--- src/rtl/audio_i2s_receiver_pkg.sv ---
// Shared audio definitions: channel width, word-select encoding and the
// stereo pair type used by both the receiver and the speaker-side serializer.
package audio_i2s_receiver_pkg;

    localparam int DATA_W = 16;

    localparam logic WS_LEFT  = 1'b1;
    localparam logic WS_RIGHT = 1'b0;

    typedef struct packed {
        logic [DATA_W-1:0] left;
        logic [DATA_W-1:0] right;
    } stereo_sample_t;

    // Word-assembly state: UNALIGNED drops bits until a ws change is seen,
    // OVERRUN drops bits after a too-long word until the next ws change.
    typedef enum logic [1:0] {
        ST_UNALIGNED = 2'd0,
        ST_RECEIVING = 2'd1,
        ST_OVERRUN   = 2'd2
    } rx_state_e;

endpackage

--- src/rtl/audio_i2s_receiver_in_sync.sv ---
// Oversampling front end for the serial audio pins: every pin goes through the
// same number of synchronizer flops so bck, ws and data keep their relative
// timing, and a rising-edge detector on the synchronized bck marks capture points.
module audio_in_sync #(
    parameter int SYNC_STAGES = 2
) (
    input  logic clk,
    input  logic rst_n,
    input  logic bck_i,
    input  logic ws_i,
    input  logic data_i,
    output logic bck_rise_o,
    output logic ws_s_o,
    output logic data_s_o
);

    logic [2:0] raw;
    logic [2:0] synced;
    logic       bck_prev_q;

    assign raw = {bck_i, ws_i, data_i};

    for (genvar gi = 0; gi < 3; gi++) begin : g_lane
        logic [SYNC_STAGES-1:0] chain_q;

        // Shift the raw pin level through the synchronizer chain.
        always_ff @(posedge clk or negedge rst_n) begin
            if (!rst_n) begin
                chain_q <= '0;
            end else begin
                chain_q <= {chain_q[SYNC_STAGES-2:0], raw[gi]};
            end
        end

        assign synced[gi] = chain_q[SYNC_STAGES-1];
    end

    // Remember the previous synchronized bck level for edge detection.
    always_ff @(posedge clk or negedge rst_n) begin
        if (!rst_n) begin
            bck_prev_q <= 1'b0;
        end else begin
            bck_prev_q <= synced[2];
        end
    end

    assign bck_rise_o = synced[2] & ~bck_prev_q;
    assign ws_s_o     = synced[1];
    assign data_s_o   = synced[0];

endmodule

--- src/rtl/audio_i2s_receiver.sv ---
// Serial audio receiver (slave): assembles MSB-first left/right words from an
// external ADC/codec and presents each clean left+right pair with a one-clk
// valid strobe. Malformed (short or long) words raise a one-clk frame_err.
module audio_i2s_receiver #(
    parameter int DATA_W      = audio_i2s_receiver_pkg::DATA_W,
    parameter int SYNC_STAGES = 2
) (
    input  logic              clk,
    input  logic              rst_n,
    input  logic              audio_bck,
    input  logic              audio_ws,
    input  logic              audio_data,
    output logic [DATA_W-1:0] sample_left,
    output logic [DATA_W-1:0] sample_right,
    output logic              sample_valid,
    output logic              frame_err
);

    import audio_i2s_receiver_pkg::*;

    localparam int CNT_W = $clog2(DATA_W + 2);
    localparam logic [CNT_W-1:0] CNT_ONE  = CNT_W'(1);
    localparam logic [CNT_W-1:0] CNT_LAST = CNT_W'(DATA_W - 1);
    localparam logic [CNT_W-1:0] CNT_FULL = CNT_W'(DATA_W);
    localparam logic [CNT_W-1:0] CNT_OVR  = '1;

    logic bck_rise;
    logic ws_s;
    logic data_s;

    audio_in_sync #(
        .SYNC_STAGES (SYNC_STAGES)
    ) u_in_sync (
        .clk        (clk),
        .rst_n      (rst_n),
        .bck_i      (audio_bck),
        .ws_i       (audio_ws),
        .data_i     (audio_data),
        .bck_rise_o (bck_rise),
        .ws_s_o     (ws_s),
        .data_s_o   (data_s)
    );

    rx_state_e         state_q, state_d;
    logic [CNT_W-1:0]  bit_cnt_q, bit_cnt_d;
    logic [DATA_W-1:0] shift_q, shift_d;
    logic              prev_ws_q, prev_ws_d;
    logic [DATA_W-1:0] left_pend_q, left_pend_d;
    logic              left_ok_q, left_ok_d;
    logic              commit_q, commit_d;
    logic              err_d;
    logic              word_done;

    logic [DATA_W-1:0] sample_left_q;
    logic [DATA_W-1:0] sample_right_q;
    logic              sample_valid_q;
    logic              frame_err_q;

    // Word assembly: act only on synchronized bck rising edges.
    always_comb begin
        state_d     = state_q;
        bit_cnt_d   = bit_cnt_q;
        shift_d     = shift_q;
        prev_ws_d   = prev_ws_q;
        left_pend_d = left_pend_q;
        left_ok_d   = left_ok_q;
        commit_d    = 1'b0;
        err_d       = 1'b0;
        word_done   = 1'b0;

        if (bck_rise) begin
            if (ws_s != prev_ws_q) begin
                // A ws change always starts a new word; an unfinished previous
                // word is flagged in the same cycle.
                if (state_q == ST_RECEIVING && bit_cnt_q < CNT_FULL) begin
                    err_d = 1'b1;
                end
                shift_d   = {{(DATA_W-1){1'b0}}, data_s};
                bit_cnt_d = CNT_ONE;
                prev_ws_d = ws_s;
                state_d   = ST_RECEIVING;
            end else begin
                case (state_q)
                    ST_RECEIVING: begin
                        if (bit_cnt_q < CNT_FULL) begin
                            shift_d   = {shift_q[DATA_W-2:0], data_s};
                            bit_cnt_d = bit_cnt_q + CNT_ONE;
                            word_done = (bit_cnt_q == CNT_LAST);
                        end else begin
                            // Extra bit beyond a full word: flag once, then idle
                            // until ws changes.
                            err_d     = 1'b1;
                            bit_cnt_d = CNT_OVR;
                            state_d   = ST_OVERRUN;
                        end
                    end
                    default: begin
                        // UNALIGNED / OVERRUN: drop bits silently.
                    end
                endcase
            end

            if (word_done) begin
                if (prev_ws_q == WS_LEFT) begin
                    left_pend_d = shift_d;
                    left_ok_d   = 1'b1;
                end else begin
                    // A right word only publishes if a clean left preceded it.
                    commit_d  = left_ok_q;
                    left_ok_d = 1'b0;
                end
            end

            if (err_d) begin
                left_ok_d = 1'b0;
            end
        end
    end

    // Word-assembly state registers.
    always_ff @(posedge clk or negedge rst_n) begin
        if (!rst_n) begin
            state_q     <= ST_UNALIGNED;
            bit_cnt_q   <= '0;
            shift_q     <= '0;
            prev_ws_q   <= 1'b0;
            left_pend_q <= '0;
            left_ok_q   <= 1'b0;
            commit_q    <= 1'b0;
        end else begin
            state_q     <= state_d;
            bit_cnt_q   <= bit_cnt_d;
            shift_q     <= shift_d;
            prev_ws_q   <= prev_ws_d;
            left_pend_q <= left_pend_d;
            left_ok_q   <= left_ok_d;
            commit_q    <= commit_d;
        end
    end

    // Output pair: both channels update together, one clk after the commit.
    always_ff @(posedge clk or negedge rst_n) begin
        if (!rst_n) begin
            sample_left_q  <= '0;
            sample_right_q <= '0;
            sample_valid_q <= 1'b0;
            frame_err_q    <= 1'b0;
        end else begin
            if (commit_q) begin
                sample_left_q  <= left_pend_q;
                sample_right_q <= shift_q;
            end
            sample_valid_q <= commit_q;
            frame_err_q    <= err_d;
        end
    end

    assign sample_left  = sample_left_q;
    assign sample_right = sample_right_q;
    assign sample_valid = sample_valid_q;
    assign frame_err    = frame_err_q;

endmodule

--- config.mk ---
export PLATFORM = sky130hd
export DESIGN_NAME = audio_i2s_receiver
export DESIGN_NICKNAME = d
export VERILOG_FILES = /design/src/rtl/audio_i2s_receiver_pkg.sv /design/src/rtl/audio_i2s_receiver_in_sync.sv /design/src/rtl/audio_i2s_receiver.sv
export SDC_FILE = /design/constraint.sdc
export NUM_CORES = 1
export LEC_CHECK = 0
export CORE_ASPECT_RATIO = 0.7
export CORE_MARGIN = 3
export CORE_UTILIZATION = 25
export DETAILED_ROUTE_END_ITERATION = 8
export GPL_ROUTABILITY_DRIVEN = 0
export GPL_TIMING_DRIVEN = 0
export PLACE_DENSITY_LB_ADDON = 0.3
export SLEW_MARGIN = 20
export SYNTH_ARGS = -nofsm -noshare
export SYNTH_HDL_FRONTEND = slang
export SYNTH_SLANG_ARGS = --single-unit
--- constraint.sdc ---
create_clock -name clk -period 2.3 [get_ports clk]
set_input_delay 0.575 -clock clk [delete_from_list [all_inputs] [get_ports clk]]
set_output_delay 0.575 -clock clk [all_outputs]
set_load 0.05 [all_outputs]
==> results of run 1 <==
-- metrics by stage --
step             util  hold WS, ps  instances  worst slack [ps]  TNS, ps
3_3_place_gp   0.3115        337.8        439             -2358  -195270
5_1_grt        0.3323        303.2        454             138.1        0
2_1_floorplan       -        279.4        221             568.3        0
4_1_cts        0.3323        272.8        454             172.1        0
6_report       0.3323        252.8        454             176.3        0
3_5_place_dp   0.3129        344.3        440             328.3        0
-- state kept, by name, indices dropped and copies added (netlist names) --
signal	flops
left_pend_q	16
state_q	2
left_ok_q	1
sample_valid	1
sample_left	16
sample_right	16
shift_q	16
u_in_sync.bck_prev_q	1
frame_err	1
prev_ws_q	1
u_in_sync.g_lane.chain_q	6
bit_cnt_q	5
commit_q	1
-- where the power goes --
part	leakage [uW]	internal, uW	switching, uW
clock network	0.000128	711	534
registers	0.00113	1500	34.6
logic	0.000759	68.9	104
total	0.00201	2280	672
-- how the worst max path moves through the flow --
stage | slack [ps] | cells past startpoint | end
global placement | -2360 | 1 | sample_left[1]
detailed placement | 330 | 4 | left_pend_q[11]
finish | 180 | 1 | sample_right[2]
floorplan | 570 | 4 | left_pend_q[10]
global route | 140 | 1 | sample_right[2]
CTS | 170 | 1 | sample_right[2]
-- cell type report --
type	instances	area (sq um)
plain buffers	13	70.07
fillers	1253	8549
multi-input cells	123	1229
flip-flops and latches	83	2077
inverters	2	7.507
repair buffers	39	397.9
clock inverters	4	20.02
well taps	180	225.2
clock buffers	10	229.0
-- cells in the final DEF (no fill, tap or decap), types with 4 or more instances in the layout --
cell type                         count
sky130_fd_sc_hd__clkdlybuf4s50_1     37
sky130_fd_sc_hd__buf_2                4
sky130_fd_sc_hd__a22o_1              15
sky130_fd_sc_hd__clkinv_2             4
sky130_fd_sc_hd__dfrtp_1             83
sky130_fd_sc_hd__clkbuf_16            9
sky130_fd_sc_hd__a21oi_1              5
sky130_fd_sc_hd__mux2_1               9
sky130_fd_sc_hd__mux2_2              47
sky130_fd_sc_hd__nand2_1              5
sky130_fd_sc_hd__mux2_4               9
-- metal layers --
| metal | global-route usage | part of all wire |
|---|---|---|
| met2 | 0.1401 | 0.43 |
| met1 | 0.1438 | 0.52 |
| met3 | 0.04138 | 0.047 |
| met4 | 0.02847 | 0.0065 |
| met5 | 0 | 0 |
-- kinds of logic (layout without fill, tap and decap cells) --
group | Yosys count | count (layout) | share of synthesized area
xor+xnor | 2 | 2 | 0.007398
fa+ha+maj | 1 | 1 | 0.003698
compound gates | 30 | 30 | 0.07027
simple gates | 24 | 24 | 0.05252
flops | 83 | 83 | 0.6139
mux | 66 | 66 | 0.2293
buf+inv | 15 | 68 | 0.02293
==> out/results.txt, run 1 <==
Dpl cell area - 4006 sq um
Critical Path Max Stage Delay - 820 ps
Final Hold Violating Endpoints - 0
Number of search-and-repair iterations in the first detailed-routing pass - 4
Cell type with the highest aggregate area in the netlist - sky130_fd_sc_hd__dfrtp_1
EDFF count, synth - 0
Critical Path Source - sample_right[2]
CTS H-tree depth - 3
Initial antenna violation count - 0
Status - completed
Detailed-route vias per instance - 4.341
Setup violations, final - 0
Yosys cell types - 42
Final Routed Wirelength - 6.872 mm
Async set or reset register ratio after synthesis - 1.000
Category of cells accounting for the largest share of critical-path delay - buffers and inverters
Worst vdd ir - 0.0003435 V
DRC Markers - 0
Core region area - 12,800 sq um
Data required time at the worst endpoint - 1730 ps
Overall die height - 103.3 microns
Flop2flop setup slack - 350 ps
Unrepaired setup endpoints after global routing - false
Largest net degree at the start of global routing - 47
IO Pins - 39
Synthesis warning total - 0
Max-slew violation total from the final report - 0
Total clock sinks - 83
Via count - 1,971
TritonCTS clock tree - built
Endpoint type of the worst setup path - primary output
Worst-case clock buffer depth - 2
CTS hold repair buffers - 0
Aggregate global routing overflow - 0
Sequential area share after synthesis - 0.6139
Static power due to leakage - 0.002015 uW
Clock latency on the worst-skew pair - 330 ps
Number of violations of the max-capacitance limit - 0
Synth Flop Type - sky130_fd_sc_hd__dfrtp_1
Initial core utilization - 0.2642
Worst setup skew after layout - 5.494 ps
Timing-limited maximum frequency - 0.4709 GHz
Leading post-synthesis cells by cell area - sky130_fd_sc_hd__dfrtp_1, sky130_fd_sc_hd__mux2_2, sky130_fd_sc_hd__mux2_4
Cell breakdown of the critical path - clkdlybuf4s50_1
Syn_area_per_cell - 15.31 sq um
Floorplan die area - 14,990 sq um
Post-synth top area share - 0.6139
Reg-to-reg critical path startpoint - state_q[1]
Tcrit/Tclk final - 0.9234
Maximum fanout along the worst path - 2
Syn_nets - 227
Power density over the cells - 693.1 nW/um^2
Min Tclk post-route - 2124 ps
Library cell with the highest instance count after synthesis - sky130_fd_sc_hd__dfrtp_1
Setup Fix Bufs, Post-CTS - 0
Max-Slew Margin vs Limit - 0.5303
Share of cells above drive strength 1 - 0.3102
Path type of the worst setup path - flip-flop to primary output
Cell area after layout - 4255 sq um
Post-DP HPWL - 4.691 mm
Cell row count - 34
Overall power consumption - 2949 uW
Clock-pin transition on the worst setup and hold timing paths - 60 ps
Kind of path behind the tightest hold check - primary input to async pin
TritonCTS buffer count - 9
All-layer global routing usage - 0.1007
Mapped cell area - 3383 sq um
Die boundary width - 145.0 microns
Routed wirelength normalized by instance count - 15.14 microns
Cell at the slowest stage of the critical path - sky130_fd_sc_hd__clkdlybuf4s50_1
Count of cells along the worst register-to-register path - 4
CTS root buffer - sky130_fd_sc_hd__clkbuf_16
Number of buffers and inverters on the critical path - 1
Post-CTS Resized - 0
Transition time of the tightest slew-check pin - 704.6 ps
First-pass GRT wire length - 11.74 mm
Number of nets in the finished design - 277
Port-buffer cells - 38
Antenna-violating nets left - 0
Worst endpoint data arrival time - 1550 ps
Area overhead of the layout relative to synthesis - 25.78%
RR Endpoint - left_pend_q[7]
Top cells by instance count after synthesis - sky130_fd_sc_hd__dfrtp_1, sky130_fd_sc_hd__mux2_2, sky130_fd_sc_hd__a22o_1, sky130_fd_sc_hd__mux2_1, sky130_fd_sc_hd__mux2_4
Cell count after synthesis - 221
Flops & latches, synth - 83
Detailed router's first-iteration violation count - 82
Crit path launch type - flip-flop
Number of antenna repair diodes - 0
Vias in the first global route - 2,095
(Power assumes the default switching activity.)
==> inputs of run 2 (changes only) <==
--- a/config.mk
+++ b/config.mk
@@ -8,6 +8,7 @@
 export CORE_ASPECT_RATIO = 0.7
 export CORE_MARGIN = 3
 export CORE_UTILIZATION = 25
+export CTS_CLUSTER_DIAMETER = 30
 export DETAILED_ROUTE_END_ITERATION = 8
 export GPL_ROUTABILITY_DRIVEN = 0
 export GPL_TIMING_DRIVEN = 0
==> results of run 2 <==
No change in the layout: final DEF, timing and power equal those of run 1.
